$ cat src/rtl/decode_scoreboard.sv
// Decode-stage register scoreboard: tracks in-flight destination registers with a latency
// countdown, detects RAW/WAW hazards, and gates issue into the pipeline.
module decode_scoreboard #(
   parameter int unsigned XLEN  = 32,
   parameter int unsigned NREGS = 32,
   parameter int unsigned LAT_W = 3,
   localparam int unsigned RW   = (NREGS > 1) ? $clog2(NREGS) : 1
) (
   input  logic             clk,
   input  logic             reset,
   input  logic             in_dec_valid,
   input  logic [RW-1:0]    in_rs1,
   input  logic [RW-1:0]    in_rs2,
   input  logic             in_use_rs1,
   input  logic             in_use_rs2,
   input  logic [RW-1:0]    in_rd,
   input  logic             in_writes_rd,
   input  logic [LAT_W-1:0] in_latency,
   input  logic             in_wb_valid,
   input  logic [RW-1:0]    in_wb_rd,
   input  logic             in_flush,
   output logic             out_stall,
   output logic             out_issue,
   output logic [NREGS-1:0] out_busy,
   output logic [XLEN-1:0]  out_stall_cycles
);

   localparam logic [LAT_W-1:0] LatMax = '1;
   localparam logic [LAT_W-1:0] CntOne = LAT_W'(1);
   localparam logic [XLEN-1:0]  StallMax = '1;
   localparam logic [XLEN-1:0]  StallOne = XLEN'(1);

   logic [NREGS-1:0]            pend_q, pend_d, pend_eff;
   logic [NREGS-1:0][LAT_W-1:0] cnt_q, cnt_d;
   logic [XLEN-1:0]             stall_cnt_q, stall_cnt_d;

   logic raw1, raw2, waw, hazard, active, set_rd;

   // A writeback landing this cycle resolves the hazard without waiting for the register update.
   always_comb begin
      pend_eff = '0;
      for (int unsigned i = 1; i < NREGS; i++) begin
         pend_eff[i] = pend_q[i] && !(in_wb_valid && (in_wb_rd == RW'(i)));
      end
   end

   // cnt == 0 means the value is forwardable, so only WAW still blocks on it.
   always_comb begin
      raw1   = in_use_rs1 && (in_rs1 != '0) && pend_eff[in_rs1] && (cnt_q[in_rs1] != '0);
      raw2   = in_use_rs2 && (in_rs2 != '0) && pend_eff[in_rs2] && (cnt_q[in_rs2] != '0);
      waw    = in_writes_rd && (in_rd != '0) && pend_eff[in_rd];
      hazard = raw1 || raw2 || waw;
      active = in_dec_valid && !in_flush;
      out_stall = active && hazard;
      out_issue = active && !hazard;
      set_rd    = out_issue && in_writes_rd && (in_rd != '0);
   end

   always_comb begin
      pend_d = pend_q;
      cnt_d  = cnt_q;
      for (int unsigned i = 1; i < NREGS; i++) begin
         if (pend_q[i] && (cnt_q[i] != '0) && (cnt_q[i] != LatMax)) begin
            cnt_d[i] = cnt_q[i] - CntOne;
         end
      end
      if (in_wb_valid && (in_wb_rd != '0)) begin
         pend_d[in_wb_rd] = 1'b0;
         cnt_d[in_wb_rd]  = '0;
      end
      // Issue is applied last so it overrides a writeback to the same register.
      if (set_rd) begin
         pend_d[in_rd] = 1'b1;
         cnt_d[in_rd]  = in_latency;
      end
      pend_d[0] = 1'b0;
      cnt_d[0]  = '0;
   end

   always_comb begin
      stall_cnt_d = stall_cnt_q;
      if (out_stall && (stall_cnt_q != StallMax)) begin
         stall_cnt_d = stall_cnt_q + StallOne;
      end
   end

   always_ff @(posedge clk or posedge reset) begin
      if (reset) begin
         pend_q      <= '0;
         cnt_q       <= '0;
         stall_cnt_q <= '0;
      end else begin
         pend_q      <= pend_d;
         cnt_q       <= cnt_d;
         stall_cnt_q <= stall_cnt_d;
      end
   end

   assign out_busy         = pend_q;
   assign out_stall_cycles = stall_cnt_q;

endmodule

$ cat config.mk
export PLATFORM = sky130hd
export DESIGN_NAME = decode_scoreboard
export DESIGN_NICKNAME = d
export VERILOG_FILES = /design/src/rtl/decode_scoreboard.sv
export SDC_FILE = /design/constraint.sdc
export NUM_CORES = 1
export LEC_CHECK = 0
export ABC_CLOCK_PERIOD_IN_PS = 14300
export CELL_PAD_IN_SITES_DETAIL_PLACEMENT = 1
export CELL_PAD_IN_SITES_GLOBAL_PLACEMENT = 1
export CORE_MARGIN = 4
export CORE_UTILIZATION = 45
export DETAILED_ROUTE_END_ITERATION = 16
export PLACE_DENSITY_LB_ADDON = 0.1
export SKIP_CTS_REPAIR_TIMING = 1
export SKIP_LAST_GASP = 1
export SLEW_MARGIN = 25
export SYNTH_ARGS = -nofsm -noshare
export SYNTH_HDL_FRONTEND = slang
export SYNTH_SLANG_ARGS = --single-unit
$ cat constraint.sdc
create_clock -name clk -period 14.3 [get_ports clk]
set_input_delay 2.86 -clock clk [delete_from_list [all_inputs] [get_ports clk]]
set_output_delay 2.86 -clock clk [all_outputs]
set_load 0.05 [all_outputs]
Yosys cells after proc, flatten, opt, wreduce, memory -nomap -nowiden
Cells that the tools add are included.
{"block": "totals", "regBits": 156, "latch_bits": 0, "ram_bits": 0, "romBits": 0, "input_bits": 31, "output_inout_bits": 66, "word_cells": 406, "memories": 0}
{"block": "op_classes", "addsub": 32, "n_mul": 0, "div": 0, "n_lt_le_gt_ge": 6, "eq_ne": 63, "shift": 0, "mux": 54, "bitwise_logic": 5, "n_reduce_logical": 213}
{"operator": "$mux 96", "count": 2}
{"operator": "$logic_and 1x1->1", "count": 141}
{"operator": "$mux 3", "count": 35}
{"operator": "$reduce_bool 3->1", "count": 33}
{"operator": "$and 96x96->96", "count": 1}
{"operator": "$bwmux 96", "count": 1}
{"operator": "$not 96->96", "count": 1}
{"operator": "$ne 3x3->1 const B", "count": 31}
{"operator": "$sub 3x1->3 const B", "count": 31}
{"operator": "$eq 5x5->1 const B", "count": 16}
{"operator": "$mux 32", "count": 2}
{"operator": "$eq 5x4->1 const B", "count": 8}
{"operator": "$logic_not 1->1", "count": 33}
{"operator": "$add 32x1->32 const B", "count": 1}
{"operator": "$and 32x32->32", "count": 1}
{"operator": "$ne 32x32->1 const B", "count": 1}
{"operator": "$not 32->32", "count": 1}
{"operator": "$or 32x32->32", "count": 1}
{"operator": "$bmux 3 s5", "count": 2}
{"operator": "$demux 3 s5", "count": 2}
{"operator": "$lt 5x6->1 const B", "count": 4}
{"operator": "$eq 5x3->1 const B", "count": 4}
{"operator": "$reduce_bool 5->1", "count": 4}
{"operator": "$bmux 1 s5", "count": 3}
{"operator": "6 further kinds", "count": 14}

Logic depth before layout (Yosys ltp)
{"block": "logic_depth", "word_depth": 15, "ltp_mapped": 15, "mapped_depth_nobuf": 9}

Worst setup path before layout
No wires, ideal clock.
{"block": "synth_path", "kind": "input to output", "start": "input port in_rs1[1]", "end": "output port out_stall", "arrival_time_ps": 5521, "required_time_ps": 11440, "setup_slack_ps": 5919, "stages": 11, "n_path_buf": 4, "cell_sequence": "buf_4 > inv_4 > mux4_2 > a2111oi_0 > a21oi_1 > a311o_1 > and3_1 > buf_6 > buf_6 > buf_2 > nor2_1"}
{"block": "synth_between", "elab_chain_len": 7, "word_cells_on_any_way": 12, "classes_between": "4 x mux; 8 x reduce/logical"}
{"item": "from (decl)", "line": "12", "text": "input logic [RW-1:0] in_rs1,"}
{"item": "$bmux 3 s5 (tied with other cells)", "line": "49", "text": "raw1 = in_use_rs1 && (in_rs1 != '0) && pend_eff[in_rs1] && (cnt_q[in_rs1] != '0);"}
{"item": "$mux 3 (not written as such) (tied with other cells)", "line": "49"}
{"item": "$reduce_bool 3->1 / $logic_and 1x1->1 (equally long branches)", "line": "49"}
{"item": "$logic_and 1x1->1 (*)", "line": "49"}
{"item": "$logic_or 1x1->1 (*) (2 in series)", "line": "52", "text": "hazard = raw1 || raw2 || waw;"}
{"item": "$logic_and 1x1->1 (*)", "line": "54", "text": "out_stall = active && hazard;"}
{"item": "to (decl)", "line": "22", "text": "output logic out_stall,"}
Every way passes the cells marked *; elsewhere a longest branch is shown, timed or not. The select of a mux whose other input is x is not followed.

Worst setup path in the final report
{"block": "layout_path", "start": "input port in_wb_rd[1]", "end": "output port out_issue"}
{"block": "layout_between", "elab_chain_len": 12, "word_cells_on_any_way": 139, "classes_between": "31 x eq/ne; 6 x mux; 102 x reduce/logical"}
{"item": "from (decl)", "line": "20", "text": "input logic [RW-1:0] in_wb_rd,"}
{"item": "$eq 5x1->1 (tied with other cells)", "line": "43", "text": "pend_eff[i] = pend_q[i] && !(in_wb_valid && (in_wb_rd == RW'(i)));"}
{"item": "$logic_and 1x1->1", "line": "43"}
{"item": "$logic_not 1->1", "line": "43"}
{"item": "$logic_and 1x1->1", "line": "43"}
{"item": "$bmux 1 s5 (on tied branches)", "line": "49, 50"}
{"item": "$mux 1 (on tied branches)", "line": "49, 50"}
{"item": "$logic_and 1x1->1 (on tied branches) (2 in series)", "line": "49, 50"}
{"item": "$logic_or 1x1->1", "line": "52"}
{"item": "$logic_or 1x1->1 (*)", "line": "52"}
{"item": "$logic_not 1->1 (*)", "line": "55", "text": "out_issue = active && !hazard;"}
{"item": "$logic_and 1x1->1 (*)", "line": "55"}
{"item": "to (decl)", "line": "23", "text": "output logic out_issue,"}
Marks and branches as above.

==> impl_metrics.csv <==
group,metric,value,unit
run_status,outcome,"complete, no violations",
floorplan,start_util,45.5,%
yosys,synth_area_leader_cell,"dfrtp_1",
timing,fin_skew,0.0161,ns
place,routabilityCongestion,0.923,
worst_setup_path,worstRegToRegCells,10,
yosys,syn_nets,1411,
floorplan,io_pins,97,
timing,fin_crit_sh,70.7,%
global_routing,grt_max_degree,92,
timing,tightest_slew,1.15,ns
finish,multi_input_area,0.00720,mm2
timing,clock.fmax,98.9,MHz
detailed_routing,via_per_inst,5.98,
detailed_routing,num_vias,10179,
yosys,synth_ff_type,"dfrtp_1",
finish,area_growth,15.3,%
floorplan,die_width,170,um
worst_setup_path,slowest_stage,"clkdlybuf4s50_1",
power_and_ir_drop,p_leak,6.08,nW
finish,fill_cells,2981,
min_path,hold_depth,1,
finish,final_util,52.5,%
worst_setup_path,crit_type,"in -> out",
detailed_routing,drt_wl_total,38000,um
floorplan,core_area,0.0260,mm2
yosys,synth-seq-cells,156,
timing,report.final.setup_viol,0,
worst_setup_path,cp_data_arrival_time,7.25,ns
timing,post-route-min-period,10.11,ns
yosys,netlist_instances,1286,
finish,drive_gt1_share,12.5,%
yosys,synth_top_area_share,33.0,%
cts,clock_path_buffers,2,
timing,relSlewSlack,23.3,%
detailed_routing,wire_per_inst,22.3,um
worst_setup_path,critPathCaptureType,"primary output",
yosys,netlist_top_cells_count,"dfrtp_1 (156), nor2_1 (152), inv_1 (107), ha_1 (94), mux2_2 (91)",
finish,regArea,0.00390,mm2
timing,final_max_slew_viol_count,0,
cts,clk-insertion-delay-late,0.44,ns
yosys,ys_warn_count,0,
global_routing,grt_pass1_vias,10667,
cts,cts_root_buf,"clkbuf_16",
floorplan,die_area,0.0289,mm2
worst_setup_path,cp_common_cell,"clkdlybuf4s50_1",
global_routing,grt_util_all_layers,26.4,%
detailed_routing,drtIter0Drc,638,
min_path,holdCritPathClass,"reg -> reg",
floorplan,die_h,170,um
yosys,async_flop_share,100,%
global_routing,grt_overflow_total,0,
worst_setup_path,cp.required,11.44,ns
detailed_routing,first_pass_iters,5,
yosys,yosysMostFrequentCell,"dfrtp_1",
global_routing,antenna_found_initial,1,
place,io_buffer_count,95,
yosys,synth.area.top_cells,"dfrtp_1 (33%), ha_1 (9.9%), mux2_2 (8.7%)",
yosys,yosysSeqAreaShare,33.0,%
timing,tns,0,ns
detailed_routing,drc,0,
timing,hold_violations,0,
detailed_routing,ant_nets,0,
finish,fin_nets,1479,
yosys,netlist_area,0.0118,mm2
worst_setup_path,cp-start-kind,"primary input",
yosys,syn_area_per_cell,9.20,um2
cts,numCtsBuffers,17,
worst_setup_path,path_cells,"clkdlybuf4s50_1 > nand2_1 > o21ai_0 > mux2i_1 > a221oi_1 > o31a_1 > a311o_1 > and3_2 > and2_1 > clkdlybuf4s50_1",
cts,cts_tree,"built",
cts,clock-sinks,156,
yosys,synth-edff-count,0,
finish,num_antenna_cells,0,
worst_setup_path,cp_max_fo,22,
cts,cts_max_level,4,
global_routing,grt_pass1_wl,60400,um
cts,clk_pin_slew,0.08,ns
floorplan,rows,59,
place,dp_hpwl,27500,um
worst_setup_path,slowest_delay,0.80,ns
power_and_ir_drop,power_density,168,mW/mm2
run,maxCapViolCount,0,
power_and_ir_drop,ir_drop,99.3,uV
yosys,synth.distinct_cells,70,
timing,grt_setup_unrepaired,"no",
layer usage:
| layer | GRT usage (%) | up-vias | wire length, um |
|---|---|---|---|
| met5 | 0 | - | 8 |
| met4 | 8.02 | 2 | 1080 |
| met3 | 4.09 | 71 | 1920 |
| met2 | 45.4 | 328 | 18800 |
| met1 | 34.5 | 5075 | 16200 |
| li1 | - | 4703 | - |
layout make-up:
type,instances,share of cell area (%)
timing repair buffer,111,7.85
clock buffer,17,3.12
clock inverter,15,1.49
multi-input combinational,959,52.8
sequential,156,28.6
inverter,109,3.05
tap,335,3.07
kinds of logic after synthesis:
logic type	after synthesis	share of synthesized area [%]
AOI/OAI and AO/OA	183	10.9
muxes	144	14.1
adders and majority gates	94	9.94
and+or+nand+nor	459	20.1
xor gates and xnor gates	78	5.84
DFF	156	33.0
other	1	0.0317
buffers and inverters	171	6.12
final timing paths:
| kind | startpoint | endpoint | slack (ns) |
|---|---|---|---|
| hold reg to reg | out_stall_cycles[19]$_DFFE_PP0P_ | out_stall_cycles[19]$_DFFE_PP0P_ | 0.49 |
| max in group asynchronous | reset | out_busy[19]$_DFF_PP0_ | 9.92 |
| setup / recovery | in_wb_rd[1] | out_issue | 4.19 |
| min in group asynchronous | reset | out_stall_cycles[3]$_DFFE_PP0P_ | 2.97 |
| setup reg to reg | cnt_q[4]$_DFF_PP0_ | cnt_q[43]$_DFF_PP0_ | 10.06 |
| hold / removal | out_stall_cycles[19]$_DFFE_PP0P_ | out_stall_cycles[19]$_DFFE_PP0P_ | 0.49 |
where the power goes:
part,internal (W),switching (W),total (W)
logic,0.000468,0.000544,0.00101
registers,0.000600,0.000181,0.000781
clock network,0.000283,0.000215,0.000497
total,0.00135,0.000940,0.00229
stage by stage:
step	hold slack [ns]	worst slack (ns)	total power (W)	cells	instance area, um2
2_1_floorplan	0.591	5.92	0.00151	1286	11800
3_3_place_gp	0.475	4.33	0.00173	1670	13000
3_5_place_dp	0.475	4.24	0.00179	1670	13000
4_1_cts	0.493	4.23	0.00231	1702	13600
5_1_grt	0.520	3.97	0.00248	1702	13600
6_report	0.488	4.19	0.00229	1702	13600
placed cells by master, fill, tap and decap left out, drive strengths merged, types with 21 or more instances in the layout:
cell type      Yosys  final
nand2             65     65
mux2              92     92
a21oi             21     21
mux2i             43     43
nor3              49     49
a211oi            42     42
xor2              39     39
inv              109    117
ha                94     94
o21ai             36     36
nand3             46     46
dfrtp            156    156
clkdlybuf4s50      0     95
xnor2             39     39
nor4              25     25
nor2             154    154
critical path, delay by kind of cell:
family	cells	cell delay [ns]
mux	1	0.12
simple gates	3	1.38
buf+inv	2	1.57
compound gates	4	1.29
state kept, by name, summed over array words and instances (netlist names):
name,count
cnt_q,93
out_stall_cycles,32
out_busy,31
Note: power is estimated with default switching activity, not from simulation.
